## config.mk

```make
export PLATFORM = sky130hd
export DESIGN_NAME = trng_conditioner
export DESIGN_NICKNAME = d
export VERILOG_FILES = /design/src/rtl/trng_conditioner.sv
export SDC_FILE = /design/constraint.sdc
export NUM_CORES = 1
export LEC_CHECK = 0
export CORE_MARGIN = 2
export CORE_UTILIZATION = 40
export CTS_CLUSTER_SIZE = 25
export DETAILED_ROUTE_END_ITERATION = 8
export SLEW_MARGIN = 0
export SYNTH_ARGS = -nofsm -noshare
export SYNTH_HDL_FRONTEND = slang
export SYNTH_SLANG_ARGS = --single-unit
```

## constraint.sdc

```tcl
create_clock -name CLOCK_50 -period 3 [get_ports CLOCK_50]
set_clock_uncertainty 0.1 [all_clocks]
set_input_delay 0.6 -clock CLOCK_50 [delete_from_list [all_inputs] [get_ports CLOCK_50]]
set_output_delay 0.6 -clock CLOCK_50 [all_outputs]
set_load 0.05 [all_outputs]
```

## src/rtl/trng_conditioner.sv

```systemverilog
`default_nettype none
// ============================================================================
//  Module      : trng_conditioner
//  Description : Ring-oscillator entropy conditioner. Controls the oscillator
//                enable, discards a warm-up interval, resynchronises the raw
//                bit, decimates it, applies von Neumann debiasing and a
//                repetition-count health test, and packs the debiased bits
//                into WIDTH-bit words behind a one-deep valid/ready buffer.
//  Revision    : 1.0 - initial release
// ============================================================================
module trng_conditioner #(
  parameter int WIDTH         = 16,
  parameter int SAMPLE_DIV    = 4,
  parameter int WARMUP_CYCLES = 1024,
  parameter int REP_LIMIT     = 32
) (
  input  logic             CLOCK_50,
  input  logic             reset_n,
  input  logic             start,
  input  logic             raw_bit,
  output logic             ro_enable,
  output logic [WIDTH-1:0] rand_word,
  output logic             rand_valid,
  input  logic             rand_ready,
  output logic             fault
);

  localparam int DIV_W = $clog2(SAMPLE_DIV);
  localparam int WRM_W = $clog2(WARMUP_CYCLES + 1);
  localparam int RUN_W = $clog2(REP_LIMIT + 1);
  localparam int BIT_W = $clog2(WIDTH + 1);

  localparam logic [DIV_W-1:0] DIV_LAST = DIV_W'(SAMPLE_DIV - 1);
  localparam logic [WRM_W-1:0] WRM_LAST = WRM_W'(WARMUP_CYCLES - 1);
  localparam logic [RUN_W-1:0] RUN_TRIP = RUN_W'(REP_LIMIT);
  localparam logic [BIT_W-1:0] BIT_FULL = BIT_W'(WIDTH);

  localparam logic [1:0] S_IDLE   = 2'd0;
  localparam logic [1:0] S_WARMUP = 2'd1;
  localparam logic [1:0] S_RUN    = 2'd2;
  localparam logic [1:0] S_FAULT  = 2'd3;

  logic [1:0]       state_q, state_d;
  logic             ro_enable_q, ro_enable_d;
  logic             fault_q, fault_d;
  logic [WRM_W-1:0] warm_q, warm_d;
  logic             sync1_q, sync2_q;
  logic             s_bit;
  logic [DIV_W-1:0] div_q, div_d;
  logic             phase_q, phase_d;
  logic             first_q, first_d;
  logic             prev_q, prev_d;
  logic [RUN_W-1:0] run_q, run_d;
  logic [WIDTH-1:0] shift_q, shift_d;
  logic [BIT_W-1:0] bcnt_q, bcnt_d;
  logic [WIDTH-1:0] word_q, word_d;
  logic             valid_q, valid_d;

  logic             strobe, emit, trip, free, load;
  logic [RUN_W-1:0] run_inc;

  assign s_bit = sync2_q;

  // Two-flop resynchroniser for the asynchronous oscillator output
  always_ff @(posedge CLOCK_50 or negedge reset_n) begin
    if (!reset_n) begin
      sync1_q <= 1'b0;
      sync2_q <= 1'b0;
    end else begin
      sync1_q <= raw_bit;
      sync2_q <= sync1_q;
    end
  end

  // Strobe, debias emit and repetition lookahead shared by FSM and datapath
  always_comb begin
    strobe  = (state_q == S_RUN) && (div_q == DIV_LAST);
    run_inc = ((run_q != '0) && (s_bit == prev_q)) ? run_q + RUN_W'(1) : RUN_W'(1);
    trip    = strobe && (run_inc == RUN_TRIP);
    emit    = strobe && phase_q && (first_q != s_bit);
    free    = !valid_q || rand_ready;
    load    = (bcnt_q == BIT_FULL) && free;
  end

  // FSM state register with registered enable and fault outputs
  always_ff @(posedge CLOCK_50 or negedge reset_n) begin
    if (!reset_n) begin
      state_q     <= S_IDLE;
      warm_q      <= '0;
      ro_enable_q <= 1'b0;
      fault_q     <= 1'b0;
    end else begin
      state_q     <= state_d;
      warm_q      <= warm_d;
      ro_enable_q <= ro_enable_d;
      fault_q     <= fault_d;
    end
  end

  // FSM next state; start low wins from every state
  always_comb begin
    state_d = state_q;
    warm_d  = '0;
    if (!start) begin
      state_d = S_IDLE;
    end else begin
      case (state_q)
        S_IDLE:   state_d = S_WARMUP;
        S_WARMUP: begin
          if (warm_q == WRM_LAST) state_d = S_RUN;
          else                    warm_d  = warm_q + WRM_W'(1);
        end
        S_RUN:    if (trip) state_d = S_FAULT;
        default:  state_d = S_FAULT;
      endcase
    end
  end

  // FSM outputs, computed from the next state so they register on the transition edge
  always_comb begin
    ro_enable_d = (state_d == S_WARMUP) || (state_d == S_RUN);
    fault_d     = (state_d == S_FAULT);
  end

  // Datapath registers: divider, pairing, health test, packer and output buffer
  always_ff @(posedge CLOCK_50 or negedge reset_n) begin
    if (!reset_n) begin
      div_q   <= '0;
      phase_q <= 1'b0;
      first_q <= 1'b0;
      prev_q  <= 1'b0;
      run_q   <= '0;
      shift_q <= '0;
      bcnt_q  <= '0;
      word_q  <= '0;
      valid_q <= 1'b0;
    end else begin
      div_q   <= div_d;
      phase_q <= phase_d;
      first_q <= first_d;
      prev_q  <= prev_d;
      run_q   <= run_d;
      shift_q <= shift_d;
      bcnt_q  <= bcnt_d;
      word_q  <= word_d;
      valid_q <= valid_d;
    end
  end

  // Datapath next state; everything is cleared outside steady RUN
  always_comb begin
    div_d   = div_q;
    phase_d = phase_q;
    first_d = first_q;
    prev_d  = prev_q;
    run_d   = run_q;
    shift_d = shift_q;
    bcnt_d  = bcnt_q;
    word_d  = word_q;
    valid_d = valid_q;
    if ((state_d != S_RUN) || (state_q != S_RUN)) begin
      div_d   = '0;
      phase_d = 1'b0;
      first_d = 1'b0;
      prev_d  = 1'b0;
      run_d   = '0;
      shift_d = '0;
      bcnt_d  = '0;
      valid_d = 1'b0;
    end else begin
      div_d = (div_q == DIV_LAST) ? '0 : div_q + DIV_W'(1);
      if (strobe) begin
        prev_d  = s_bit;
        run_d   = run_inc;
        phase_d = ~phase_q;
        if (!phase_q) first_d = s_bit;
      end
      if (valid_q && rand_ready) valid_d = 1'b0;
      if (load) begin
        word_d  = shift_q;
        valid_d = 1'b1;
        bcnt_d  = '0;
      end
      // A bit arriving on the load edge starts the next word; a full, blocked
      // shift register drops it instead
      if (emit) begin
        if (load) begin
          shift_d = {shift_q[WIDTH-2:0], first_q};
          bcnt_d  = BIT_W'(1);
        end else if (bcnt_q != BIT_FULL) begin
          shift_d = {shift_q[WIDTH-2:0], first_q};
          bcnt_d  = bcnt_q + BIT_W'(1);
        end
      end
    end
  end

  assign ro_enable  = ro_enable_q;
  assign fault      = fault_q;
  assign rand_word  = word_q;
  assign rand_valid = valid_q;

endmodule
`default_nettype wire
```

Yosys cells after proc, flatten, opt, wreduce, memory -nomap -nowiden
Cells that the tools add are included.
{ "op_classes": {"n_reduce_logical": 20, "bitwise_logic": 2, "muxes": 31, "add_sub_neg": 4, "n_eq_ne": 15} }
{ "op_table": {"columns": ["cell", "n"], "rows": [
  ["16-bit two-way mux", 4],
  ["11-bit two-way mux", 3],
  ["5-bit two-way mux", 5],
  ["6-bit two-way mux", 3],
  ["11-bit by 1-bit adder with 11-bit output, second input constant", 1],
  ["11-bit by 10-bit equality test with 1-bit output, second input constant", 1],
  ["1-bit two-way mux", 10],
  ["2-bit two-way mux", 5],
  ["2-bit equality test, second input constant", 4],
  ["1-bit logical AND", 7],
  ["6-bit by 1-bit adder with 6-bit output, second input constant", 1],
  ["6-bit equality test, second input constant", 1],
  ["2-bit one-hot mux with 3 select lines", 1],
  ["2-bit AND reduction", 3],
  ["3-bit nonzero test", 2],
  ["6-bit nonzero test", 1],
  ["5-bit by 1-bit adder with 5-bit output, second input constant", 1],
  ["5-bit equality test, second input constant", 1],
  ["5-bit != test, second input constant", 1],
  ["2-bit by 1-bit equality test with 1-bit output, second input constant", 2],
  ["2-bit != test, second input constant", 2],
  ["2-bit nonzero test", 2],
  ["1-bit logical OR", 3],
  ["2-bit by 1-bit adder with 2-bit output, second input constant", 1],
  ["6 further kinds", 7]
]} }
{ "word_totals": {"output_inout_bits": 19, "register_bits": 66} }

Logic depth before layout (Yosys ltp)
{ "depth": {"word_depth": 12, "mapped_depth": 13, "depth_no_buf": 11} }

Worst setup path before layout
Ideal clock, no wire load.
{ "synth_path": {"kind": "flip-flop to flip-flop", "start": "register run_q[0]", "end": "register shift_q[10]", "period_less_slack_ns": 3.037, "setup_slack_ns": -0.037, "setup_time_ns": 0.065, "n_path_buf": 2, "path_stages_with_launch": 14, "arrival_time_ns": 2.871, "cell_sequence": "dfrtp_1 inv_1 ha_1 or4b_1 o211ai_2 and4b_1 a31oi_1 ha_1 inv_1 or2_2 clkbuf_1 a21oi_2 buf_2 a22o_1"} }
{ "synth_via": {"elab_chain_len": 12} }
{ "synth_rtl": {"columns": ["element", "line_no", "source"], "rows": [
  ["from (decl)", "53", "logic [RUN_W-1:0] run_q, run_d;"],
  ["from (signal assigned)", "142", "run_q <= run_d;"],
  ["branches (longest 2 deep; another with 6-bit by 1-bit adder with 6-bit output)", null, null],
  ["6-bit two-way mux *", "78", "run_inc = ((run_q != '0) && (s_bit == prev_q)) ? run_q + RUN_W'(1) : RUN_W'(1);"],
  ["6-bit equality test *", "79", "trip = strobe && (run_inc == RUN_TRIP);"],
  ["1-bit logical AND *", "79", null],
  ["2-bit two-way mux *", "113", "S_RUN: if (trip) state_d = S_FAULT;"],
  ["2-bit one-hot mux with 3 select lines *", "107", "case (state_q)"],
  ["2-bit two-way mux *", "104", "if (!start) begin"],
  ["2-bit != test *", "161", "if ((state_d != S_RUN) || (state_q != S_RUN)) begin"],
  ["1-bit logical OR *", "161", null],
  ["3-bit nonzero test (no line) / 2-bit nonzero test (equally long branches)", null, null],
  ["2-bit AND reduction (no line)", null, null],
  ["to (signal assigned)", "143", "shift_q <= shift_d;"],
  ["to (decl)", "54", "logic [WIDTH-1:0] shift_q, shift_d;"]
]} }
Every way passes the cells marked *.
A chain may end at the register's enable or synchronous reset.

Final worst setup path
{ "layout_path": {"start": "register run_q[0]", "end": "register shift_q[14]"} }
The elaborated chain is that of the path after synthesis.

==> out/qor.txt <==
Outcome - completed
RSZ-0062 raised after global routing - no
Core Util, Final - 52.30%
Synth async-reset ratio - 100.0%
Min-Delay Path Class - in2async
CTS Buf Count - 9
Endpoints failing setup - 0
Reg clk slew, reported paths - 0.07 ns
Initial antenna violation count - 0
WL/cell - 14.16 um
Total gr overflow - 0
Critical R2R Launch - run_q[0]
EDFF count, synth - 0
Crit-path cells - inv_1, ha_1, or4b_1, o211ai_2, and4b_1, a31oi_1, ha_1, inv_1, nor2_2, and3_2, a22o_1
Fin worst setup slack - 0.2068 ns
Gr usage total - 15.60%
CP Launch Type - flip-flop
Final Cell Area - 3592 um2
Critical path arrival - 2.97 ns
Final period util - 93.11%
IO buf count - 23
YS warnings - 0
First-pass GRT wire length - 9.218 mm
Vias per cell - 5.088
CORE AREA - 6869 um2
Drt total wl - 5.452 mm
Initial Utilization - 41.95%
Fin. max-slew vios - 0
Final Power - 1.835 mW
Worst slack, placed - -0.02561 ns
Crit path kind - reg2reg
Layout cells sized above 1 - 20.76%
Data required time at the worst endpoint - 3.17 ns
Die Span Y - 88.88 um
Root Driver - clkbuf_8
Io pins - 24
Buf+Inv Stages, Crit Path - 2
Register area share after synthesis - 57.32%
Relative slew slack - 66.37%
Num rows - 30
Later-pin clock latency in the skew report - 0.34 ns
Area of the multi-input gates - 1162 um2
Tightest Pin Transition - 0.5029 ns
Detail Route Antenna Nets - 0
P_leak - 1.608 nW
Fillers - 635
Slowest-stage cell, CP - or4b_1
Seq cells post-synth - 66
CP peak stage delay - 0.46 ns
Vias in the first global route - 1930
Setup TNS - 0 ns
Diodes inserted - 0
Largest delay share family, worst path - simple AND/OR/NAND/NOR gates
Clock period minus worst slack - 2.793 ns
Pwr dens - 510.9 nW/um2
Clk buf depth - 2
H-tree levels - 3
Gate Count Post-Synth - 241
Largest net degree at the start of global routing - 28
Seq. cell area - 1652 um2
Final Wtd Congestion - 0.8055
Max Fanout on Critical Path - 16
Via count - 1959
DRC - 0
First-pass DRT Iterations - 4
Die area - 7899 um2
Max-cap viol count - 0
Fmax - 358.0 MHz
Postcts setup bufs - 0
Clk sinks - 66
CTS tree - done
Post-synth cell types - 45
Critical path endpoint category - flip-flop
Cell Area, Synth - 2882 um2
Hpwl dp - 3.768 mm
Hold Vio Cnt, Final - 0
1st-iter DRT viols - 91
Worst IR Drop VDD - 0.2918 mV
Ys flop type - dfrtp_1
Final net count - 297
Mean post-synth cell area - 11.96 um2
Synthesized Nets - 254
Area Overhead vs Synth - 24.66%
DIE WIDTH - 88.88 um
CP startpoint - run_q[0]
DP Area - 3341 um2
kinds of logic after synthesis:
family                   synth area share (%)
multiplexers                            6.947
adder cells (fa/ha/maj)                 3.474
AND/OR/NAND/NOR                         15.28
buffers and inverters                   2.649
AO/OA/AOI/OAI                           10.38
XOR/XNOR                                3.951
flip-flops                              57.32
report_power, final:
group          switching [mW]  internal (mW)  total (mW)
clock network           0.342          0.555       0.897
logic                  0.0288         0.0127      0.0415
registers             0.00316          0.893       0.897
metrics by stage:
| stage | hold WS, ns | instances |
|---|---|---|
| global placement | 0.2338 | 369 |
| finish | 0.1162 | 385 |
| CTS | 0.1186 | 385 |
| global route | 0.1386 | 385 |
| floorplan | 0.2044 | 241 |
| detailed placement | 0.2389 | 369 |
cells in the final DEF, fill, tap and decap left out, drive strengths merged, types with 2 or more instances in the layout:
| cell type | netlist | routed |
|---|---|---|
| nand2 | 7 | 7 |
| or3 | 2 | 2 |
| nor3 | 5 | 5 |
| mux2 | 16 | 16 |
| clkinv | 0 | 2 |
| mux2i | 2 | 2 |
| ha | 8 | 8 |
| nor2 | 22 | 22 |
| o31ai | 2 | 2 |
| a22o | 18 | 18 |
| bufinv | 0 | 3 |
| xor2 | 2 | 2 |
| a21oi | 10 | 10 |
| o21ai | 2 | 2 |
| buf | 5 | 18 |
| nand3 | 10 | 10 |
| nand2b | 5 | 5 |
| dfrtp | 66 | 66 |
| and3 | 2 | 2 |
| a221o | 2 | 2 |
| nor2b | 4 | 4 |
| xnor2 | 11 | 11 |
| and2 | 3 | 3 |
| or2 | 2 | 2 |
| clkbuf | 3 | 10 |
| nand4 | 3 | 3 |
| inv | 10 | 10 |
| nor4 | 4 | 4 |
| clkdlybuf4s50 | 0 | 22 |
| nor4b | 2 | 2 |
area by class of cell:
type,count,area share [%]
tap,96,3.344
inverter,10,1.045
sequential,66,45.98
clock inverter,6,3.204
clock buffer,10,3.553
multi-input combinational,157,32.36
timing repair buffer,40,10.52
Yosys cell counts (3+ instances only):
cell type / number / share of area [%]
clkbuf_1: 3 / 0.39
buf_2: 4 / 0.69
dfrtp_1: 66 / 57
nand3_1: 10 / 1.7
a21oi_1: 9 / 1.6
nand4_1: 3 / 0.65
xnor2_1: 11 / 3.3
nand2_1: 7 / 0.91
nor3_1: 5 / 0.87
nor4_1: 4 / 0.87
nor2b_1: 4 / 0.87
ha_1: 8 / 3.5
nor2_1: 21 / 2.7
a22o_1: 18 / 5.5
inv_1: 10 / 1.3
mux2_2: 16 / 6.3
nand2b_1: 4 / 0.87
registers in the layout, summed over array words and instances, names as in the netlist:
name	cells
bcnt_q	5
div_q	2
fault	1
first_q	1
phase_q	1
prev_q	1
rand_valid	1
rand_word	16
ro_enable	1
run_q	6
s_bit	1
shift_q	16
state_q	2
sync1_q	1
warm_q	11
worst paths after layout:
kind	endpoint	slack, ns	cells after the start
min in group CLOCK_50	s_bit	0.25	0
hold reg to reg	s_bit	0.25	0
setup / recovery	shift_q[14]	0.21	11
setup reg to reg	shift_q[14]	0.21	11
max in group asynchronous	rand_word[8]	1.95	2
hold / removal	prev_q	0.12	1
layer usage:
layer / up-vias / track usage, % / part of all wire (%)
li1: 946 / - / -
met1: 973 / 21.27 / 49
met2: 35 / 23.27 / 46
met3: 5 / 5.410 / 3.6
met4: 0 / 5.372 / 1.2
met5: - / 0 / 0
repair_timing:
| item | CTS | global route |
|---|---|---|
| hold buffers | 0 | 0 |
| gates resized for setup | 1 | 3 |
| endpoints found under the hold margin | 0 | 0 |
| endpoints found under the setup margin | 16 | 31 |
(Power assumes the default switching activity.)
